`config.mk`:
```
export PLATFORM = sky130hd
export DESIGN_NAME = wb_regfile
export DESIGN_NICKNAME = d
export VERILOG_FILES = /design/src/rtl/wb_regfile.sv
export SDC_FILE = /design/constraint.sdc
export NUM_CORES = 2
export LEC_CHECK = 0
export CAP_MARGIN = 20
export CELL_PAD_IN_SITES_DETAIL_PLACEMENT = 1
export CELL_PAD_IN_SITES_GLOBAL_PLACEMENT = 2
export CORE_ASPECT_RATIO = 0.9
export CORE_MARGIN = 2
export CORE_UTILIZATION = 44
export CTS_CLUSTER_SIZE = 12
export DETAILED_ROUTE_END_ITERATION = 6
export PLACE_DENSITY_LB_ADDON = 0.1
export SETUP_SLACK_MARGIN = 0.02
export SKIP_LAST_GASP = 1
export SYNTH_ARGS = -nofsm -noshare
export SYNTH_HDL_FRONTEND = slang
export SYNTH_SLANG_ARGS = --single-unit
```
`constraint.sdc`:
```
create_clock -name clk -period 4.19 [get_ports clk]
set_clock_uncertainty 0.2 [all_clocks]
set_input_delay 0.838 -clock clk [delete_from_list [all_inputs] [get_ports clk]]
set_output_delay 0.838 -clock clk [all_outputs]
set_load 0.05 [all_outputs]
```
`src/rtl/wb_regfile.sv`:
```
// Writeback stage and 32-entry architectural register file with write-before-read
// bypass on both decode read ports, plus a last-commit record and saturating commit counter.
module wb_regfile #(
    parameter int DATA_W = 32,
    parameter int ADDR_W = 5
) (
    input  logic              clk,
    input  logic              reset,
    input  logic [DATA_W-1:0] alu_data_in,
    input  logic [DATA_W-1:0] rd_in,
    input  logic [ADDR_W-1:0] rd_address_in,
    input  logic              RegWrite_in,
    input  logic              MemtoReg_in,
    input  logic [ADDR_W-1:0] rs1_addr,
    input  logic [ADDR_W-1:0] rs2_addr,
    output logic [DATA_W-1:0] rs1_data,
    output logic [DATA_W-1:0] rs2_data,
    output logic [DATA_W-1:0] wb_data,
    output logic              wb_valid,
    output logic [ADDR_W-1:0] last_wb_addr,
    output logic [DATA_W-1:0] last_wb_data,
    output logic              last_wb_valid,
    output logic [31:0]       wb_count
);

    localparam int NREG = 1 << ADDR_W;

    logic [DATA_W-1:0] regs_reg [NREG];
    logic [ADDR_W-1:0] last_wb_addr_reg;
    logic [DATA_W-1:0] last_wb_data_reg;
    logic              last_wb_valid_reg;
    logic [31:0]       wb_count_reg;

    assign wb_data  = MemtoReg_in ? rd_in : alu_data_in;
    assign wb_valid = RegWrite_in && (rd_address_in != '0) && reset;

    // x0 is only ever written by reset, so it always holds zero.
    always_ff @(posedge clk) begin
        if (!reset) begin
            for (int i = 0; i < NREG; i++) begin
                regs_reg[i] <= '0;
            end
            last_wb_addr_reg  <= '0;
            last_wb_data_reg  <= '0;
            last_wb_valid_reg <= 1'b0;
            wb_count_reg      <= '0;
        end else if (wb_valid) begin
            regs_reg[rd_address_in] <= wb_data;
            last_wb_addr_reg        <= rd_address_in;
            last_wb_data_reg        <= wb_data;
            last_wb_valid_reg       <= 1'b1;
            if (wb_count_reg != '1) begin
                wb_count_reg <= wb_count_reg + 32'd1;
            end
        end
    end

    // Two identical read ports; each resolves x0, bypass and array read independently.
    generate
        for (genvar gi = 0; gi < 2; gi++) begin : g_port
            logic [ADDR_W-1:0] addr;
            logic [DATA_W-1:0] data;

            assign addr = (gi == 0) ? rs1_addr : rs2_addr;

            always_comb begin
                data = '0;
                if (reset && (addr != '0)) begin
                    if (wb_valid && (addr == rd_address_in)) begin
                        data = wb_data;
                    end else begin
                        data = regs_reg[addr];
                    end
                end
            end
        end
    endgenerate

    assign rs1_data      = g_port[0].data;
    assign rs2_data      = g_port[1].data;
    assign last_wb_addr  = last_wb_addr_reg;
    assign last_wb_data  = last_wb_data_reg;
    assign last_wb_valid = last_wb_valid_reg;
    assign wb_count      = wb_count_reg;

endmodule

```
# Word level (Yosys, flattened, before mapping)
# Memories as Yosys holds them, arrays and structs flattened.
# Cells that the tools add are included.
# word_totals
reg_bits	70
mem_bits_rw	1024
in_bits	83
memories	1
# memory_table
memory	depth	width	rd	rd_clocked_by_memory_dff	write_ports	line	text
regs_reg	32	32	2	0	32	28	logic [DATA_W-1:0] regs_reg [NREG];
# op_classes
add_sub_neg	1
n_eq_ne	3
n_mux	12
n_reduce_logical	11
# ops
cell	count
32-bit two-way mux	6
32-bit by 1-bit adder with 32-bit output, second input constant	1
32-bit inequality test, second input constant	1
32-bit OR reduction	1
5-bit nonzero test	3
5-bit equality test	2
1-bit logical AND	6
1-bit two-way mux	5
5-bit two-way mux	1
2-bit AND reduction	1

# Depth between registers and ports, before layout
# depth
word_depth	8
mapped_depth	10
mapped_depth_nobuf	6

# Worst setup path after synthesis
# No wires, ideal clock.
# synth_path
path_kind	in2out
start	in rs2_addr[1]
end	out rs2_data[0]
t_arrival_ns	2.962
required_time_ns	3.152
slack_ns	0.190
path_stages	7
cell_sequence	buf_2 clkbuf_1 buf_1 mux4_2 mux4_2 nor2b_1 a221o_1
# synth_via
elab_chain_cells	4
elab_cells_between_ends	7
cone_classes	eq/ne (1); mux (2); reduce/logical (3); memory (1)
# synth_rtl
item	line	text
from (decl)	15	input logic [ADDR_W-1:0] rs2_addr,
branches (longest 3 deep; another with memory 32 x 32 bit)	n/a	
32-bit two-way mux *	68	if (reset && (addr != '0)) begin
to (decl)	17	output logic [DATA_W-1:0] rs2_data,
# Every way passes the cells marked *.

# Worst setup path in the final report
# layout_path
start	in rs2_addr[0]
end	out rs2_data[1]
# Same word-level chain as after synthesis.

==> results.yml <==
critical_path:
  cpMaxStageDelayCell: "mux4_2"
  crit_fanout: 8
  crit_path_end_kind: "output pin"
  cp-start-kind: "input pin"
  required_ns: 3.15
  critPathKind: "in -> out"
  slowest_delay_ns: 0.50
  worstPathCellList: "buf_12 -> bufbuf_16 -> buf_4 -> mux4_2 -> mux4_2 -> nor2b_1 -> a221o_1 -> buf_12"
  worstPathArrival_ns: 3.12
drt:
  via_count: 40300
  drt_wl_total_um: 216000
  wire_per_inst_um: 35.0
  drt.antenna.violating_nets: 0
  firstDrtPassIters: 5
  post_drt_via_cell_ratio: 6.54
  dr.first_iter.drc_count: 5506
  route.detailed.drc: 0
floorplan:
  rows: 123
  start_util: 0.443
  core-area_um2: 125000
  fp.dieW_um: 378
  die_h_um: 341
  ios: 250
  fp.dieArea_um2: 129000
sta:
  holdWs_ns: 0.261
  final_hold_viol_count: 0
  fmax_mhz: 241
  slew_viol_final: 0
  relSlewSlack: 0.254
  finalCritPeriodShare: 0.992
  rsz0062_at_grt: "true"
  fin_crit_ns: 4.15
  worst_pin_slew_ns: 1.12
  setup_viol: 0
run_status:
  status: "finished clean"
global_route:
  first_global_vias: 41000
  grt_pass1_wl_um: 305000
  grt-ovfl-total: 0
  track_usage: 0.334
  antenna_found_initial: 15
  grt_max_degree: 70
run:
  maxCapViolCount: 0
clocking:
  htreeDepth: 3
  cts_made_buffers: 120
  cts.reportedPaths.clkPinSlew_ns: 0.06
  cts_sinks: 1094
  clk-insertion-delay-late_ns: 0.74
  root_buffer: "clkbuf_16"
  cts_tree: "built"
  cts.path.max_buffers: 3
worst_hold_path:
  hold_class: "reg -> reg"
layout:
  drive_gt1_frac: 0.293
  final_area_um2: 68200
  nets: 4455
  largest_register_ff_count: 1024
  syn_to_final_growth_pct: 23.0
placed_design:
  place_area_um2: 63800
  port_buffers: 249
  dp_hpwl_um: 136000
  gp_congestion: 0.851
power_and_ir_drop:
  p_total_mw: 28.0
  peakVddDrop_mv: 0.372
  p_leak_nw: 24.4
  powerDensity_nw_per_um2: 411
logic_synthesis:
  synth_top_area_share: 0.555
  synth_edf_count: 1024
  synth.distinct_cells: 57
  synth_flop_cell: "edfxtp_1"
  synthTopCellsByArea: "edfxtp_1 55%, mux4_2 19%, nor2_1 7.1%"
  ys_warn_count: 0
  post-synth-top-area-cell: "edfxtp_1"
  ys_ff_latch: 1094
  ys_seq_area_frac: 0.580
  syn_area_per_cell_um2: 13.9
  async_flop_share: 0
  synthCells: 3984
  netlist_area_um2: 55400
[worst max-delay path, delay by kind of cell]
family          cells  cell delay [ns]
buf+inv             4             0.74
mux                 2             0.99
compound gates      1             0.32
simple gates        1             0.20
[layout make-up]
class                   instances  area, um2
repair buffers                651       7560
well taps                    1687       2110
clock inverters                48        420
fillers                     12000      56800
clock buffers                 171       3340
inverters                      40        153
multi-input cells            2464      22400
flip-flops and latches       1094      32200
diodes                          1       2.50
[metal layers]
layer	global-route usage	vias to the layer above	share of wire
li1	-	16100	-
met1	0.475	21600	0.40
met2	0.525	2182	0.47
met3	0.0692	356	0.099
met4	0.0908	4	0.029
met5	0	-	0.00011
[layout by cell type, fill, tap and decap left out, drive strengths merged, types with 35 or more instances in the layout]
cell type,instances
nand2,168
nor2b,35
clkbuf,173
buf,501
mux4,477
a221oi,66
edfxtp,1024
clkdlybuf4s50,140
a22oi,162
dfxtp,70
clkinv,37
nor2,1044
a221o,64
a21oi,53
inv,42
mux2i,178
[per-stage QoR]
stage	cells	worst slack, ns	utilization	setup TNS [ns]
floorplan	4015	0.190	-	0
global placement	5923	-0.563	0.511	-7.66
detailed placement	5923	-0.563	0.511	-9.31
CTS	6152	0.00903	0.544	0
global route	6155	0.0132	0.546	0
finish	6156	0.0353	0.546	0
[what timing repair did]
action                                  CTS  global route
endpoints found under the setup margin   59            43
cloned                                    2             2
buffers inserted                          8             1
hold endpoints to repair                  0             0
resized for setup                        57            30
pin swaps                                 4             5
hold buffers                              0             0
[synthesized netlist by cell type, drive strengths merged (2+ instances only)]
cell	instances
nor4b	2
or3	7
xnor2	5
a211oi	33
buf	106
a2111oi	2
o21ai	7
o311ai	2
mux4	477
clkbuf	311
nor2	1044
a221oi	66
nand3	15
a22oi	162
o21bai	33
nor3	4
and4	2
nand2b	7
nor3b	6
xor2	5
nor2b	35
a31o	2
or4	9
nand2	168
edfxtp	1024
and3	3
inv	40
dfxtp	70
a21oi	53
mux2i	178
nor4	4
and2	4
nand4	11
a21o	2
a221o	64
o31ai	8
[path summary, 6_finish.rpt]
| check | from | to | slack (ns) | cells past startpoint |
|---|---|---|---|---|
| max | rs2_addr[0] | rs2_data[1] | 0.04 | 8 |
| min | last_wb_addr[0] | last_wb_addr[0] | 0.26 | 2 |
| max reg2reg | wb_count[5] | wb_count[21] | 1.47 | 5 |
| min reg2reg | last_wb_addr[0] | last_wb_addr[0] | 0.26 | 2 |
[where the power goes]
part | switching, mW | internal [mW]
Clock | 4.47 | 5.92
Combinational | 2.76 | 1.98
Sequential | 0.321 | 12.5
[kinds of logic after synthesis]
family,synth area share
multiplexers,0.226
flip-flops,0.580
adder cells (fa/ha/maj),0.000226
AND/OR/NAND/NOR,0.0953
buffers and inverters,0.0344
XOR/XNOR,0.00158
other,0.0000677
AO/OA/AOI/OAI,0.0622
No activity file was read; power rests on OpenSTA's default activity.
